<file path="src/rtl/rgb_to_yuv_encoder_if.sv">
// Shared single-port SRAM bus as seen by the RGB->YUV encoder.
// The encoder drives address, write data and write enable; memory returns read data.
interface rgb_to_yuv_encoder_if;
  logic [15:0] SRAM_read_data;
  logic [17:0] SRAM_address;
  logic [15:0] SRAM_write_data;
  logic        SRAM_we_n;

  modport master (
    input  SRAM_read_data,
    output SRAM_address,
    output SRAM_write_data,
    output SRAM_we_n
  );

  modport slave (
    output SRAM_read_data,
    input  SRAM_address,
    input  SRAM_write_data,
    input  SRAM_we_n
  );
endinterface

</file>
<file path="src/rtl/rgb_to_yuv_encoder.sv">
// RGB->YUV encoder: reads 4-pixel groups of packed RGB from SRAM and writes Y, U', V'
// (U/V decimated by 2) back in the decoder's layout, one group every 14 cycles.
//
// state | meaning
// IDLE  | waiting for start
// RD0-5 | issue the six RGB reads of the group
// DR0-1 | drain the last two reads
// CMP0  | per-pixel Y/U/V multiply-accumulate, shift and clip
// CMP1  | average U and V pairs
// WY0   | write Y word (pixels 0,1)
// WY1   | write Y word (pixels 2,3)
// WU    | write U' word
// WV    | write V' word, then next group or DONE
// DONE  | image finished, falls back to IDLE
module rgb_to_yuv_encoder #(
  parameter int          IMG_WIDTH  = 320,
  parameter int          IMG_HEIGHT = 240,
  parameter logic [17:0] Y_BASE     = 18'd0,
  parameter logic [17:0] U_BASE     = 18'd38400,
  parameter logic [17:0] V_BASE     = 18'd57600,
  parameter logic [17:0] RGB_BASE   = 18'd146944
) (
  input  logic                   Clock,
  input  logic                   reset,
  input  logic                   start,
  rgb_to_yuv_encoder_if.master   sram,
  output logic                   done
);

  localparam logic [17:0] LAST_GROUP = 18'(IMG_WIDTH * IMG_HEIGHT / 4 - 1);

  // Group states are consecutive so the in-group sequencer is just an increment.
  localparam logic [3:0] S_IDLE = 4'd0;
  localparam logic [3:0] S_RD0  = 4'd1;
  localparam logic [3:0] S_RD1  = 4'd2;
  localparam logic [3:0] S_RD2  = 4'd3;
  localparam logic [3:0] S_RD3  = 4'd4;
  localparam logic [3:0] S_RD4  = 4'd5;
  localparam logic [3:0] S_RD5  = 4'd6;
  localparam logic [3:0] S_DR0  = 4'd7;
  localparam logic [3:0] S_DR1  = 4'd8;
  localparam logic [3:0] S_CMP0 = 4'd9;
  localparam logic [3:0] S_CMP1 = 4'd10;
  localparam logic [3:0] S_WY0  = 4'd11;
  localparam logic [3:0] S_WY1  = 4'd12;
  localparam logic [3:0] S_WU   = 4'd13;
  localparam logic [3:0] S_WV   = 4'd14;
  localparam logic [3:0] S_DONE = 4'd15;

  logic [3:0]  state_q, state_d;
  logic [17:0] group_q, group_d;
  logic        done_q, done_d;
  logic [17:0] addr_q, addr_d;
  logic [15:0] wdata_q, wdata_d;
  logic        we_n_q, we_n_d;

  logic [15:0] word_q [6];
  logic [15:0] word_d [6];
  logic [7:0]  y_q [4];
  logic [7:0]  y_d [4];
  logic [7:0]  u_q [4];
  logic [7:0]  u_d [4];
  logic [7:0]  v_q [4];
  logic [7:0]  v_d [4];
  logic [7:0]  up_q [2];
  logic [7:0]  up_d [2];
  logic [7:0]  vp_q [2];
  logic [7:0]  vp_d [2];

  logic [7:0]  px_r [4];
  logic [7:0]  px_g [4];
  logic [7:0]  px_b [4];

  function automatic logic [7:0] clip8(input logic signed [19:0] val);
    if (val < 20'sd0)
      return 8'd0;
    else if (val > 20'sd255)
      return 8'd255;
    else
      return val[7:0];
  endfunction

  function automatic logic [7:0] mac3(
    input logic [7:0]         r,
    input logic [7:0]         g,
    input logic [7:0]         b,
    input logic signed [19:0] cr,
    input logic signed [19:0] cg,
    input logic signed [19:0] cb,
    input logic signed [19:0] offset
  );
    logic signed [19:0] acc;
    acc = cr * $signed({12'd0, r}) + cg * $signed({12'd0, g})
        + cb * $signed({12'd0, b}) + 20'sd128;
    return clip8(offset + (acc >>> 8));
  endfunction

  function automatic logic [7:0] avg2(input logic [7:0] a, input logic [7:0] b);
    logic [8:0] sum;
    sum = {1'b0, a} + {1'b0, b} + 9'd1;
    return sum[8:1];
  endfunction

  // Unpack the six captured words: {G0,R0}, {R1,B0}, {B1,G1} per pixel pair.
  always_comb begin
    px_r[0] = word_q[0][7:0];
    px_g[0] = word_q[0][15:8];
    px_b[0] = word_q[1][7:0];
    px_r[1] = word_q[1][15:8];
    px_g[1] = word_q[2][7:0];
    px_b[1] = word_q[2][15:8];
    px_r[2] = word_q[3][7:0];
    px_g[2] = word_q[3][15:8];
    px_b[2] = word_q[4][7:0];
    px_r[3] = word_q[4][15:8];
    px_g[3] = word_q[5][7:0];
    px_b[3] = word_q[5][15:8];
  end

  always_comb begin
    state_d = state_q;
    group_d = group_q;
    done_d  = done_q;
    addr_d  = addr_q;
    wdata_d = wdata_q;
    we_n_d  = 1'b1;
    word_d  = word_q;
    y_d     = y_q;
    u_d     = u_q;
    v_d     = v_q;
    up_d    = up_q;
    vp_d    = vp_q;

    case (state_q)
      S_IDLE, S_DONE: begin
        if (start) begin
          state_d = S_RD0;
          group_d = 18'd0;
          done_d  = 1'b0;
        end else if (state_q == S_DONE) begin
          state_d = S_IDLE;
        end
      end
      S_WV: begin
        if (group_q == LAST_GROUP) begin
          state_d = S_DONE;
          done_d  = 1'b1;
        end else begin
          state_d = S_RD0;
          group_d = group_q + 18'd1;
        end
      end
      default: state_d = state_q + 4'd1;
    endcase

    // Read data lags its address by two cycles; shift it in so word[0] is the first read.
    if (state_q >= S_RD2 && state_q <= S_DR1) begin
      word_d[0] = word_q[1];
      word_d[1] = word_q[2];
      word_d[2] = word_q[3];
      word_d[3] = word_q[4];
      word_d[4] = word_q[5];
      word_d[5] = sram.SRAM_read_data;
    end

    if (state_q == S_CMP0) begin
      y_d[0] = mac3(px_r[0], px_g[0], px_b[0], 20'sd66, 20'sd129, 20'sd25, 20'sd16);
      y_d[1] = mac3(px_r[1], px_g[1], px_b[1], 20'sd66, 20'sd129, 20'sd25, 20'sd16);
      y_d[2] = mac3(px_r[2], px_g[2], px_b[2], 20'sd66, 20'sd129, 20'sd25, 20'sd16);
      y_d[3] = mac3(px_r[3], px_g[3], px_b[3], 20'sd66, 20'sd129, 20'sd25, 20'sd16);
      u_d[0] = mac3(px_r[0], px_g[0], px_b[0], -20'sd38, -20'sd74, 20'sd112, 20'sd128);
      u_d[1] = mac3(px_r[1], px_g[1], px_b[1], -20'sd38, -20'sd74, 20'sd112, 20'sd128);
      u_d[2] = mac3(px_r[2], px_g[2], px_b[2], -20'sd38, -20'sd74, 20'sd112, 20'sd128);
      u_d[3] = mac3(px_r[3], px_g[3], px_b[3], -20'sd38, -20'sd74, 20'sd112, 20'sd128);
      v_d[0] = mac3(px_r[0], px_g[0], px_b[0], 20'sd112, -20'sd94, -20'sd18, 20'sd128);
      v_d[1] = mac3(px_r[1], px_g[1], px_b[1], 20'sd112, -20'sd94, -20'sd18, 20'sd128);
      v_d[2] = mac3(px_r[2], px_g[2], px_b[2], 20'sd112, -20'sd94, -20'sd18, 20'sd128);
      v_d[3] = mac3(px_r[3], px_g[3], px_b[3], 20'sd112, -20'sd94, -20'sd18, 20'sd128);
    end

    if (state_q == S_CMP1) begin
      up_d[0] = avg2(u_q[0], u_q[1]);
      up_d[1] = avg2(u_q[2], u_q[3]);
      vp_d[0] = avg2(v_q[0], v_q[1]);
      vp_d[1] = avg2(v_q[2], v_q[3]);
    end

    // Bus outputs are registered, so they are set up from the state being entered.
    case (state_d)
      S_RD0, S_RD1, S_RD2, S_RD3, S_RD4, S_RD5:
        addr_d = RGB_BASE + group_d * 18'd6 + {14'd0, state_d - S_RD0};
      S_WY0: begin
        addr_d  = Y_BASE + {group_d[16:0], 1'b0};
        wdata_d = {y_q[1], y_q[0]};
        we_n_d  = 1'b0;
      end
      S_WY1: begin
        addr_d  = Y_BASE + {group_d[16:0], 1'b1};
        wdata_d = {y_q[3], y_q[2]};
        we_n_d  = 1'b0;
      end
      S_WU: begin
        addr_d  = U_BASE + group_d;
        wdata_d = {up_q[1], up_q[0]};
        we_n_d  = 1'b0;
      end
      S_WV: begin
        addr_d  = V_BASE + group_d;
        wdata_d = {vp_q[1], vp_q[0]};
        we_n_d  = 1'b0;
      end
      default: ;
    endcase
  end

  always_ff @(posedge Clock) begin
    if (reset) begin
      state_q <= S_IDLE;
      group_q <= 18'd0;
      done_q  <= 1'b0;
      addr_q  <= 18'd0;
      wdata_q <= 16'd0;
      we_n_q  <= 1'b1;
      word_q  <= '{default: '0};
      y_q     <= '{default: '0};
      u_q     <= '{default: '0};
      v_q     <= '{default: '0};
      up_q    <= '{default: '0};
      vp_q    <= '{default: '0};
    end else begin
      state_q <= state_d;
      group_q <= group_d;
      done_q  <= done_d;
      addr_q  <= addr_d;
      wdata_q <= wdata_d;
      we_n_q  <= we_n_d;
      word_q  <= word_d;
      y_q     <= y_d;
      u_q     <= u_d;
      v_q     <= v_d;
      up_q    <= up_d;
      vp_q    <= vp_d;
    end
  end

  assign sram.SRAM_address    = addr_q;
  assign sram.SRAM_write_data = wdata_q;
  assign sram.SRAM_we_n       = we_n_q;
  assign done                 = done_q;

endmodule
</file>
<file path="src/flat_wrapper.sv">
// flat-port wrapper written by rule: the top's interface ports become plain ports
module rgb_to_yuv_encoder_flat 
#(
  parameter int          IMG_WIDTH  = 320,
  parameter int          IMG_HEIGHT = 240,
  parameter logic [17:0] Y_BASE     = 18'd0,
  parameter logic [17:0] U_BASE     = 18'd38400,
  parameter logic [17:0] V_BASE     = 18'd57600,
  parameter logic [17:0] RGB_BASE   = 18'd146944
)
  (Clock, reset, start, done, sram_SRAM_read_data, sram_SRAM_address, sram_SRAM_write_data, sram_SRAM_we_n);
  rgb_to_yuv_encoder_if sram_i ();
  input  logic Clock;
  input  logic reset;
  input  logic start;
  output logic done;
  input wire logic [$bits(sram_i.SRAM_read_data)-1:0] sram_SRAM_read_data;
  output wire logic [$bits(sram_i.SRAM_address)-1:0] sram_SRAM_address;
  output wire logic [$bits(sram_i.SRAM_write_data)-1:0] sram_SRAM_write_data;
  output wire logic [$bits(sram_i.SRAM_we_n)-1:0] sram_SRAM_we_n;
  assign sram_i.SRAM_read_data = sram_SRAM_read_data;
  assign sram_SRAM_address = sram_i.SRAM_address;
  assign sram_SRAM_write_data = sram_i.SRAM_write_data;
  assign sram_SRAM_we_n = sram_i.SRAM_we_n;
  rgb_to_yuv_encoder #(.IMG_WIDTH(IMG_WIDTH), .IMG_HEIGHT(IMG_HEIGHT), .Y_BASE(Y_BASE), .U_BASE(U_BASE), .V_BASE(V_BASE), .RGB_BASE(RGB_BASE)) u_core (.Clock(Clock), .reset(reset), .start(start), .sram(sram_i), .done(done));
endmodule
</file>
<file path="config.mk">
export PLATFORM = sky130hd
export DESIGN_NAME = rgb_to_yuv_encoder_flat
export DESIGN_NICKNAME = d
export VERILOG_FILES = /design/src/rtl/rgb_to_yuv_encoder_if.sv /design/src/rtl/rgb_to_yuv_encoder.sv /design/src/flat_wrapper.sv
export SDC_FILE = /design/constraint.sdc
export NUM_CORES = 2
export LEC_CHECK = 0
export ABC_CLOCK_PERIOD_IN_PS = 19300
export BUFFER_PORTS_ARGS = -buffer_cell sky130_fd_sc_hd__buf_4
export CAP_MARGIN = 20
export CORE_UTILIZATION = 65
export CTS_CLUSTER_SIZE = 40
export DETAILED_ROUTE_END_ITERATION = 7
export GPL_TIMING_DRIVEN = 0
export PLACE_DENSITY = 0.82
export SETUP_SLACK_MARGIN = 0.15
export SLEW_MARGIN = 40
export SYNTH_ARGS = -nofsm -noshare
export SYNTH_HDL_FRONTEND = slang
export SYNTH_SLANG_ARGS = --single-unit
</file>
<file path="constraint.sdc">
create_clock -name Clock -period 19.3 [get_ports Clock]
set_clock_uncertainty 0.15 [all_clocks]
set_input_delay 2.895 -clock Clock [delete_from_list [all_inputs] [get_ports Clock]]
set_output_delay 2.895 -clock Clock [all_outputs]
set_load 0.05 [all_outputs]
</file>
## Word level (Yosys, flattened, before mapping)

Index checks and enable logic that the tools add are counted.

- Logic and storage cells: 217
- ROM bits: 0
- Input bits: 19
- Latch bits: 0
- Register bits after elaboration: 282
- Memories kept: 0
- RAM bits: 0

- Shift-type cells: 0
- Muxes and demuxes: 37
- Add/sub/neg operators: 63
- Divide/modulo/power cells: 0
- $lt $le $gt $ge: 26
- Bitwise operators: 0
- Equality and inequality tests: 17
- Reduce and logical (&&, ||, !) cells: 9
- $mul: 37

Operators by type and width:

| operator | number |
|---|---|
| adder 20 bit | 24 |
| adder 20 x 9 -> 20 bit (second input constant) | 12 |
| greater-than comparator 20 x 9 -> 1 bit (second input constant) | 12 |
| < comparator 20 x 1 -> 1 bit (second input constant) | 12 |
| 2-to-1 mux 8 bit | 24 |
| multiplier 7 x 9 -> 16 bit (first input constant) | 8 |
| adder 9 x 12 -> 13 bit (first input constant) | 8 |
| case mux 18 bit (5 select lines) | 1 |
| multiplier 3 x 8 -> 11 bit (first input constant) | 8 |
| multiplier 8 x 8 -> 16 bit (first input constant) | 4 |
| case mux 16 bit (4 select lines) | 1 |
| multiplier 6 x 9 -> 15 bit (first input constant) | 4 |
| multiplier 5 x 9 -> 14 bit (first input constant) | 4 |
| multiplier 6 x 8 -> 14 bit (first input constant) | 4 |
| adder 6 x 12 -> 13 bit (first input constant) | 4 |
| multiplier 5 x 8 -> 13 bit (first input constant) | 4 |
| adder 16 x 18 -> 18 bit (first input constant) | 2 |
| adder 8 x 8 -> 9 bit | 4 |
| adder 9 x 1 -> 9 bit (second input constant) | 4 |
| 2-to-1 mux 18 bit | 2 |
| case mux 18 bit (2 select lines) | 1 |
| == test 4 bit (second input constant) | 8 |
| adder 18 x 1 -> 18 bit (second input constant) | 1 |
| adder 18 bit (first input constant) | 1 |
| 25 further kinds | 32 |

## Depth between registers and ports, before layout

- Depth after elaboration: 8
- Gate-level depth with buffers: 35

## Worst setup path before layout

Ideal clock, no wire load.

- Kind: register -> register
- From: register u_core.word_q, in the netlist u_core.px_g[10]
- To: register u_core.u_q[15] (netlist name)
- Cell stages (with the launch flop): 34
- Setup time: 122 ps
- Arrival time: 7065 ps
- Slack: 11963 ps
- Path through: dfxtp_1 > inv_1 > ha_1 > inv_1 > ha_1 > inv_1 > fa_1 > inv_1 > fa_1 > ha_1 > nor2b_1 > o21ai_0 > a21boi_0 > o21ai_0 > a21oi_1 > o21ai_0 > nand2b_1 > xnor2_1 > fa_1 > inv_1 > ha_1 > ha_1 > or2_2 > a21oi_1 > a21oi_1 > o21a_1 > o21ai_0 > nand2_1 > xor2_1 > ha_1 > nand3b_1 > a211o_1 > o211a_1 > a221o_1

- Cells in the longest elaborated chain, start to end: 8
- Elaborated cells on any way between the ends: 9

Ends and longest elaborated chain:

| item | line | text |
|---|---|---|
| start, declared | rgb_to_yuv_encoder.sv:57 | `logic [15:0] word_q [6];` |
| start signal, assigned | rgb_to_yuv_encoder.sv:237 | `word_q <= word_d;` |
| multiplier 7 x 9 -> 16 bit (*) | rgb_to_yuv_encoder.sv:93 | `acc = cr * $signed({12'd0, r}) + cg * $signed({12'd0, g})` |
| adder 20 bit (*) | rgb_to_yuv_encoder.sv:93 |  |
| adder 20 bit (*) | rgb_to_yuv_encoder.sv:94 | `+ cb * $signed({12'd0, b}) + 20'sd128;` |
| adder 20 x 9 -> 20 bit (*) | rgb_to_yuv_encoder.sv:94 |  |
| adder 9 x 12 -> 13 bit (*) | rgb_to_yuv_encoder.sv:95 | `return clip8(offset + (acc >>> 8));` |
| greater-than comparator 20 x 9 -> 1 bit | rgb_to_yuv_encoder.sv:77 | `else if (val > 20'sd255)` |
| 2-to-1 mux 8 bit | rgb_to_yuv_encoder.sv:77 |  |
| 2-to-1 mux 8 bit (*) | rgb_to_yuv_encoder.sv:75 | `if (val < 20'sd0)` |
| end signal, assigned | rgb_to_yuv_encoder.sv:239 | `u_q <= u_d;` |
| end, declared | rgb_to_yuv_encoder.sv:61 | `logic [7:0] u_q [4];` |

Mark *: on every way between the ends. The rest lies on a longest branch, timed or not.
A chain may end at the register's enable or synchronous reset.

## Worst setup path in the final report

- From: register u_core.word_q, in the netlist u_core.px_g[2]
- To: register u_core.u_q[7] (netlist name)

Same word-level chain as after synthesis.

==> flow_summary.json <==
{
  "outcome": "finished, final reports clean",
  "dr.pass1.iters": 6,
  "placed_area_mm2": 0.0511,
  "io_pins": 55,
  "hold_viol": 0,
  "ys_ff_latch": 282,
  "syn_area_mm2": 0.0495,
  "crit_buf_inv": 5,
  "peakVddDrop_mv": 0.117,
  "cts_max_level": 2,
  "holdPathStages": 2,
  "wl_met1_um": 54900,
  "critical_path.slowest_cell": "dfxtp_1",
  "regArea_mm2": 0.00565,
  "setup_viol": 0,
  "hold_buffers": 0,
  "diodes": 0,
  "die_w_um": 278,
  "drc": 0,
  "postSynthCellCount": 5605,
  "hold-worst-slack_ns": 0.304,
  "worst_pin_slew_ns": 0.875,
  "postRouteAntennaNets": 0,
  "yosysWarningCount": 0,
  "criticalPathCategory": "flop to flop",
  "syn_area_per_cell_um2": 8.82,
  "power.density_mw_per_mm2": 49.9,
  "gp_congestion": 0.968,
  "fin_tns_setup_ns": 0,
  "crit_path_start_kind": "flop",
  "route.top_layer_used": "met5",
  "postCtsSetupBuffers": 0,
  "crit_required_ns": 19.64,
  "grt_setup_unrepaired": "false",
  "clk_pin_slew_ns": 0.06,
  "ys.flop_type": "dfxtp_1",
  "p_total_uw": 2610,
  "area_growth_pct": 5.58,
  "cts_tree": "done",
  "synth-edff-count": 0,
  "synth.area.top_cells": "ha_1 (32%), fa_1 (16%), dfxtp_1 (11%)",
  "grt_max_degree": 14,
  "hpwl_um": 106000,
  "async_flop_share_pct": 0,
  "track_usage_pct": 32.9,
  "wl_per_cell_um": 19.0,
  "nets": 7361,
  "worstPathArrival_ns": 8.75,
  "ys_seq_area_share_pct": 11.4,
  "cts_resized": 0,
  "fin_crit_ns": 8.41,
  "vias_per_cell": 6.03,
  "maxSlewHeadroom_pct": 41.4,
  "crit_family": "adder cells",
  "cts.sinks": 282,
  "wl_met3_um": 8860,
  "critPathMaxFanout": 10,
  "multi_input_area_mm2": 0.0402,
  "cts_buffers": 34,
  "wl_met2_um": 58100,
  "nFillCells": 5726,
  "grt_pass1_vias": 40400,
  "overflow": 0,
  "clk-insertion-delay-late_ns": 0.58,
  "synth_nets": 7270,
  "maxCapViolCount": 0,
  "leakage_uw": 0.0285,
  "r2r_cells": 29,
  "fin_area_mm2": 0.0522,
  "fin_crit_sh_pct": 43.6,
  "dr.first_iter.drc_count": 2897,
  "drive_above_1_share_pct": 3.08,
  "dr_total_vias": 40400,
  "design.core.area_mm2": 0.0748,
  "port_buffers": 54,
  "end_kind": "flop",
  "hp-class": "flop to flop",
  "antenna_found_initial": 1,
  "core.rowCount": 100,
  "clk_path_buf_depth": 3,
  "slew_viol_final": 0,
  "synth_top_area_cell": "ha_1",
  "synth.top_cell.area_share_pct": 31.6,
  "die_y_um": 278,
  "dieArea_mm2": 0.0772,
  "slowest_delay_ns": 0.77,
  "cts_root_buffer": "clkbuf_16",
  "grt_pass1_wl_um": 205000,
  "worstSetupPathDepth": 29,
  "max_freq_mhz": 119,
  "finalWirelength_um": 127000,
  "synth.distinct_cells": 87,
  "start_util_pct": 66.1
}
-- synth_stat cells, types with 70 or more instances --
cell type and number:
fa_1 398, nand2_1 383, a21o_1 118, nor2_1 235, nor3_1 70, inv_1 862
xnor2_1 278, o21ai_0 237, nor2b_1 70, ha_1 1248, xor2_1 143, a21oi_1 427
nand3_1 84, o21bai_1 73, clkbuf_1 97, dfxtp_1 282
-- final cells by class --
type                            count  area share (%)
Tap cell                          969            2.32
Clock buffer                       43            1.77
Inverter                          862            6.20
Multi-Input combinational cell   4353            77.0
Timing Repair Buffer               55           0.798
Sequential cell                   282            10.8
Clock inverter                     17           0.273
Buffer                            108           0.810
-- path summary, 6_finish.rpt --
path,startpoint,end,slack (ns)
hold reg to reg,u_core.up_q[4]$_SDFFE_PP0N_,u_core.up_q[4]$_SDFFE_PP0N_,0.30
setup / recovery,u_core.px_g[2]$_SDFFE_PP0P_,u_core.u_q[7]$_SDFFE_PP0N_,10.89
hold / removal,u_core.up_q[4]$_SDFFE_PP0N_,u_core.up_q[4]$_SDFFE_PP0N_,0.30
setup reg to reg,u_core.px_g[2]$_SDFFE_PP0P_,u_core.u_q[7]$_SDFFE_PP0N_,10.89
-- layout by cell type (no fill, tap or decap), types with 28 or more instances in the layout --
master,netlist,final
ha_1,1248,1248
buf_4,2,56
o21bai_1,73,73
and2_1,28,28
dfxtp_1,282,281
o21a_1,37,37
fa_1,398,398
clkbuf_1,97,98
xnor2_1,278,278
nand2b_1,44,44
xor2_1,143,143
nor2b_1,70,70
a21o_1,118,118
a31oi_1,45,43
clkbuf_16,0,34
a22oi_1,36,36
nand3_1,84,84
o21ai_0,237,237
nor2_1,235,235
nand2_1,383,383
nor3_1,70,70
a211oi_1,38,37
a21oi_1,427,427
inv_1,862,862
-- report_power, final --
part / internal (uW) / switching [uW]
Clock: 346 / 289
Sequential: 595 / 16.9
Combinational: 535 / 825
-- logic make-up (layout without fill, tap and decap cells) --
family	count (synthesis)	after routing	synth area share, %
buffers and inverters	970	1085	7.39
adders and majority gates	1646	1646	47.7
xor gates and xnor gates	421	421	7.46
AOI/OAI and AO/OA	1220	1220	15.7
DFF	282	282	11.4
and+or+nand+nor	1045	1045	9.89
muxes	21	21	0.433
-- state kept, by name (all words and copies together), names as in the netlist --
name / count
u_core.done: 1
u_core.px_b: 32
u_core.px_r: 32
u_core.group_q: 18
u_core.y_q: 32
u_core.sram.SRAM_address: 18
u_core.v_q: 32
u_core.sram.SRAM_write_data: 16
u_core.sram.SRAM_we_n: 1
u_core.u_q: 32
u_core.state_q: 4
u_core.px_g: 32
u_core.vp_q: 16
u_core.up_q: 16
-- worst register-to-register path, delay by kind of cell, from the launching register on --
family / cells / cell delay (ns)
and+or+nand+nor: 3 / 0.50
AOI/OAI and AO/OA: 11 / 2.93
xor gates and xnor gates: 2 / 0.46
adders and majority gates: 8 / 3.20
buffers and inverters: 5 / 0.35
DFF: 1 / 0.77
-- layer usage --
layer | track usage (%) | up-vias
met5 | 0 | -
met4 | 12.5 | 2
met3 | 4.49 | 284
met2 | 54.8 | 1283
met1 | 43.3 | 19400
li1 | - | 19400
-- per-stage QoR --
stage	utilization, %	std cells	setup WS [ns]
final	69.8	6689	10.89
after detailed placement	68.3	6629	11.04
after global placement	68.3	6628	11.12
after global routing	69.8	6689	10.29
after CTS	69.8	6689	10.99
after floorplan	-	5605	11.96
Note: power is estimated with default switching activity, not from simulation.
